$ cat src/rtl/alu_share_arb.sv
// Shares one combinational ALU between a main (port 0) and an auxiliary (port 1) requester.
// Optional ALU_ARB_FIXED_PRIO_EN: port 0 wins ties, with a MAX_WAIT starvation guard for port 1.
module alu_share_rsp #(
  parameter int WIDTH = 32
) (
  input  logic             clk,
  input  logic             rst,
  input  logic             cap,
  input  logic             clr,
  input  logic [WIDTH-1:0] c_in,
  input  logic             zero_in,
  output logic             valid,
  output logic [WIDTH-1:0] c,
  output logic             zero
);
  always_ff @(posedge clk) begin
    if (rst) begin
      valid <= 1'b0;
      c     <= '0;
      zero  <= 1'b0;
    end else if (cap) begin
      valid <= 1'b1;
      c     <= c_in;
      zero  <= zero_in;
    end else if (clr) begin
      valid <= 1'b0;
    end
  end
endmodule

module alu_share_arb #(
  parameter int          WIDTH    = 32,
  parameter int          OPW      = 4,
  parameter int unsigned NOP_OP   = 0,
  parameter int          MAX_WAIT = 4
) (
  input  logic             clk,
  input  logic             rst,
  input  logic             req0_valid,
  output logic             req0_ready,
  input  logic [WIDTH-1:0] req0_a,
  input  logic [WIDTH-1:0] req0_b,
  input  logic [OPW-1:0]   req0_op,
  output logic             rsp0_valid,
  input  logic             rsp0_ready,
  output logic [WIDTH-1:0] rsp0_c,
  output logic             rsp0_zero,
  input  logic             req1_valid,
  output logic             req1_ready,
  input  logic [WIDTH-1:0] req1_a,
  input  logic [WIDTH-1:0] req1_b,
  input  logic [OPW-1:0]   req1_op,
  output logic             rsp1_valid,
  input  logic             rsp1_ready,
  output logic [WIDTH-1:0] rsp1_c,
  output logic             rsp1_zero,
  output logic [WIDTH-1:0] alu_a,
  output logic [WIDTH-1:0] alu_b,
  output logic [OPW-1:0]   alu_op,
  input  logic [WIDTH-1:0] alu_c,
  input  logic             alu_zero
);
  typedef enum logic [1:0] {IDLE, EXEC, RESP} state_t;

  state_t state, state_nxt;
  logic   gnt, sel, tie, hs, rsp_rdy, done;
  logic [1:0]            rsp_vld, rsp_zero;
  logic [1:0][WIDTH-1:0] rsp_c;

`ifdef ALU_ARB_FIXED_PRIO_EN
  localparam int CW = $clog2(MAX_WAIT + 1);
  logic [CW-1:0] wait_cnt;

  // port 1 only wins a tie once it has been passed over MAX_WAIT idle cycles
  assign tie = (wait_cnt >= CW'(MAX_WAIT));

  always_ff @(posedge clk) begin
    if (rst)                                                wait_cnt <= '0;
    else if (hs && sel)                                     wait_cnt <= '0;
    else if (state == IDLE && req1_valid && wait_cnt < CW'(MAX_WAIT))
                                                            wait_cnt <= wait_cnt + 1'b1;
  end
`else
  logic last;

  assign tie = ~last;

  always_ff @(posedge clk) begin
    if (rst)     last <= 1'b1;
    else if (hs) last <= sel;
  end
`endif

  always_comb begin
    sel = req1_valid;
    if (req0_valid && req1_valid) sel = tie;
  end

  assign hs         = (state == IDLE) && (req0_valid || req1_valid);
  assign req0_ready = hs && !sel;
  assign req1_ready = hs && sel;
  assign rsp_rdy    = gnt ? rsp1_ready : rsp0_ready;
  assign done       = (state == RESP) && rsp_rdy;

  always_ff @(posedge clk) begin
    if (rst) state <= IDLE;
    else     state <= state_nxt;
  end

  always_comb begin
    state_nxt = state;
    case (state)
      IDLE:    if (hs)      state_nxt = EXEC;
      EXEC:                 state_nxt = RESP;
      RESP:    if (rsp_rdy) state_nxt = IDLE;
      default:              state_nxt = IDLE;
    endcase
  end

  // operands are parked at zero / NOP whenever nothing is in flight
  always_ff @(posedge clk) begin
    if (rst || done) begin
      alu_a  <= '0;
      alu_b  <= '0;
      alu_op <= OPW'(NOP_OP);
      if (rst) gnt <= 1'b0;
    end else if (hs) begin
      alu_a  <= sel ? req1_a  : req0_a;
      alu_b  <= sel ? req1_b  : req0_b;
      alu_op <= sel ? req1_op : req0_op;
      gnt    <= sel;
    end
  end

  for (genvar i = 0; i < 2; i++) begin : g_rsp
    alu_share_rsp #(.WIDTH(WIDTH)) u_rsp (
      .clk     (clk),
      .rst     (rst),
      .cap     ((state == EXEC) && (gnt == 1'(i))),
      .clr     (done && (gnt == 1'(i))),
      .c_in    (alu_c),
      .zero_in (alu_zero),
      .valid   (rsp_vld[i]),
      .c       (rsp_c[i]),
      .zero    (rsp_zero[i])
    );
  end

  assign rsp0_valid = rsp_vld[0];
  assign rsp1_valid = rsp_vld[1];
  assign rsp0_c     = rsp_c[0];
  assign rsp1_c     = rsp_c[1];
  assign rsp0_zero  = rsp_zero[0];
  assign rsp1_zero  = rsp_zero[1];
endmodule
$ cat config.mk
export PLATFORM = sky130hd
export DESIGN_NAME = alu_share_arb
export DESIGN_NICKNAME = d
export VERILOG_FILES = /design/src/rtl/alu_share_arb.sv
export SDC_FILE = /design/constraint.sdc
export NUM_CORES = 1
export LEC_CHECK = 0
export BUFFER_PORTS_ARGS = -buffer_cell sky130_fd_sc_hd__buf_2
export CAP_MARGIN = 15
export CELL_PAD_IN_SITES_DETAIL_PLACEMENT = 0
export CELL_PAD_IN_SITES_GLOBAL_PLACEMENT = 1
export CORE_MARGIN = 4
export CORE_UTILIZATION = 31
export DETAILED_ROUTE_END_ITERATION = 16
export GPL_TIMING_DRIVEN = 0
export HOLD_SLACK_MARGIN = 0.05
export PLACE_DENSITY = 0.78
export REMOVE_ABC_BUFFERS = 1
export SLEW_MARGIN = 20
export SYNTH_ARGS = -nofsm -noshare
export SYNTH_HDL_FRONTEND = slang
export SYNTH_SLANG_ARGS = --single-unit
$ cat constraint.sdc
create_clock -name clk -period 1.8 [get_ports clk]
set_clock_uncertainty 0.2 [all_clocks]
set_input_delay 0.18 -clock clk [delete_from_list [all_inputs] [get_ports clk]]
set_output_delay 0.18 -clock clk [all_outputs]
set_load 0.05 [all_outputs]
==> qor.yml <==
worst_setup_path:
  critPathKind: "flip-flop to primary output"
  crit_fanout: 17
  cp.required_ns: 1.42
  endpoint_kind: "primary output"
  cpPeakStageDelay_ns: 0.37
  path_buf_inv: 2
  path_depth: 4
  r2r-end: "g_rsp[0].u_rsp.c[31]"
  reg2reg_from: "gnt"
  crit_start: "last"
  arrival_ns: 1.46
  crit_slowest_cell: "dfxtp_4"
  cp_cell_sequence: "a21boi_4 -> clkbuf_16 -> nor3_4 -> buf_6"
  crit_path_end: "req0_ready"
  cp-start-kind: "flip-flop"
  reg2reg_setup_slack_ns: 0.02
  rr_worst_depth: 5
  cp_top_family: "buffers and inverters"
synthesis:
  synthCells: 729
  synth-seq-area-share: 0.486
  synth.distinct_cells: 26
  syn-mean-instance-area_um2: 7.95
  synth_enable_flop_cells: 1
  synthArstFlopShare: 0
  yosysWarnings: 0
  syn-cell-area_mm2: 0.00579
  synth-main-ff-cell: "dfxtp_1"
  synth_seq_cells: 140
finish:
  fin_nets: 1376
  drive_gt1_frac: 0.342
  antenna_cells: 0
  syn_to_final_growth_pct: 79.3
  fin_area_mm2: 0.0104
timing:
  maxSlewHeadroom: 0.449
  fmax_ghz: 0.544
  fin_setup_tns_ns: -0.0380
  worstMarginPinSlew_ns: 0.826
  finalCritPeriodShare: 1.02
  fin_ws_ns: -0.0380
  hold_viol_final: 0
  grt_setup_unrepaired: "true"
  slew_violations: 0
  setup_viol_count_final: 1
  fin_crit_ns: 1.84
die:
  coreArea_mm2: 0.0181
  fp.dieW_um: 145
  num_rows: 49
  start_util: 0.319
  ios: 313
  die_y_um: 145
  die_area_mm2: 0.0209
clocking:
  cts_inserted_buffers: 17
  clock_path_buffers: 2
  clk-insertion-delay-late_ns: 0.40
  cts_tree: "built"
  htreeDepth: 4
  cts.sinks: 140
  clkTransAtPathRegs_ns: 0.06
  root_buffer: "clkbuf_16"
route:
  wl_per_cell_um: 18.9
  avgViaCountPerCell: 5.29
  vias: 7627
  firstDrtPassIters: 4
  antenna_left: 0
  drc: 0
  routed_wl_um: 27300
  drt-initial-drc-count: 417
global_routing:
  track_usage: 0.242
  grt_pass1_wl_um: 40400
  grt_overflow: 0
  antenna_found_initial: 0
  grt_pass1_vias: 7597
  grt_max_degree: 74
power:
  power_density_mw_per_mm2: 970
  leakage_nw: 4.50
  vdd_drop_max_uv: 611
place:
  io_buffers: 312
  dp_slack_ns: -0.489
  dp.final_hpwl_um: 15000
  placedInstanceArea_mm2: 0.00760
  routabilityCongestion: 0.789
outcome:
  status: "finished, violations left"
  violations: "setup timing"
run:
  cap_viol_max_count: 0
hold_path:
  hold_class: "input port to flip-flop"
## Yosys cell counts (3+ instances only)
cell type	n	area [µm²]
a31oi_1	68	425
a21oi_1	70	350
nor2_1	5	18.8
dfxtp_1	139	2780
nand3_1	68	340
buf_6	4	45.0
nand2b_1	4	25.0
o21ai_0	70	350
nand2_1	135	507
nand4_1	68	425
buf_2	40	200
clkbuf_1	38	143
buf_4	3	22.5
## cell type report
cell class,count,area (µm²)
Fill cell,1628,7760
Timing Repair Buffer,533,3980
Sequential cell,140,2820
Multi-Input combinational cell,508,2710
Clock buffer,21,470
Tap cell,229,287
Clock inverter,10,115
Inverter,1,3.75
## cell usage in the layout (no fill, tap or decap), types with 3 or more instances in the layout
cell	synthesis	layout
nand2_1	135	133
clkinvlp_4	0	3
buf_4	3	27
clkbuf_16	0	20
nor2_4	0	3
buf_8	0	3
nand3_1	68	68
o21ai_0	70	67
dfxtp_1	139	136
buf_2	40	308
clkinv_2	0	3
buf_16	0	5
clkbuf_8	0	4
buf_6	4	6
a21oi_1	70	69
dfxtp_4	0	3
dlygate4sd3_1	0	173
nand4_1	68	68
a31oi_1	68	68
buf_12	0	5
## per-layer routing
metal | track usage | vias up | share of wire
met5 | 0 | - | 0
met4 | 0.0928 | 0 | 0.034
met3 | 0.0707 | 67 | 0.11
met2 | 0.396 | 475 | 0.46
met1 | 0.302 | 3505 | 0.40
li1 | - | 3580 | -
## cell families (layout without fill, tap and decap cells)
kind of cell | count (synthesis) | in the layout | synth area share
simple gates | 288 | 292 | 0.238
compound gates | 214 | 215 | 0.203
flops | 140 | 140 | 0.486
buf+inv | 86 | 565 | 0.0715
mux | 1 | 1 | 0.00173
## worst min-delay path by stage
stage | start | to | slack [ns] | cells after the start
after floorplan | rst | g_rsp[0].u_rsp.c[0] | 0.05 | 1
after global placement | alu_c[8] | g_rsp[1].u_rsp.c[8] | 0.23 | 3
after detailed placement | alu_c[18] | g_rsp[0].u_rsp.c[18] | 0.24 | 3
after CTS | req1_valid | alu_a[29] | 0.08 | 4
after global routing | req1_valid | alu_b[28] | 0.13 | 4
final | req1_valid | alu_a[29] | 0.11 | 4
## power breakdown
part           internal [W]  total, W  switching, W  leakage, nW
combinational       0.00110   0.00307       0.00197         3.07
sequential          0.00336   0.00349      0.000134         1.15
clock               0.00215   0.00351       0.00137        0.281
total               0.00660    0.0101       0.00348         4.50
## worst register-to-register path, delay by kind of cell (launching register included)
family	cells	cell delay, ns
and+or+nand+nor	2	0.65
DFF	1	0.40
buffers and inverters	2	0.32
AOI/OAI and AO/OA	1	0.07
## sequential cells by signal (all words and copies together), names as in the netlist
name and count:
g_rsp.u_rsp.c 64, gnt 1, alu_b 32, g_rsp.u_rsp.zero 2, alu_a 32, alu_op 4, g_rsp.u_rsp.valid 2, last 1
state 2
## per-stage QoR
| step | cells | total power [W] | hold slack, ns | util |
|---|---|---|---|---|
| 2_1_floorplan | 644 | 0.00504 | 0.0491 | - |
| 3_3_place_gp | 1185 | 0.00583 | 0.234 | 0.398 |
| 3_5_place_dp | 1199 | 0.00599 | 0.238 | 0.419 |
| 4_1_cts | 1430 | 0.0100 | 0.0847 | 0.565 |
| 5_1_grt | 1442 | 0.0105 | 0.132 | 0.572 |
| 6_report | 1442 | 0.0101 | 0.115 | 0.572 |
## repair_timing
item                                    in CTS  in global routing
buffers inserted                            21                 10
pin swaps                                    5                 11
gates cloned                                 6                  4
gates resized for setup                     22                 17
endpoints found under the setup margin     139                103
hold buffers                               173                  0
hold endpoints to repair                   139                  0
(Power assumes the default switching activity.)
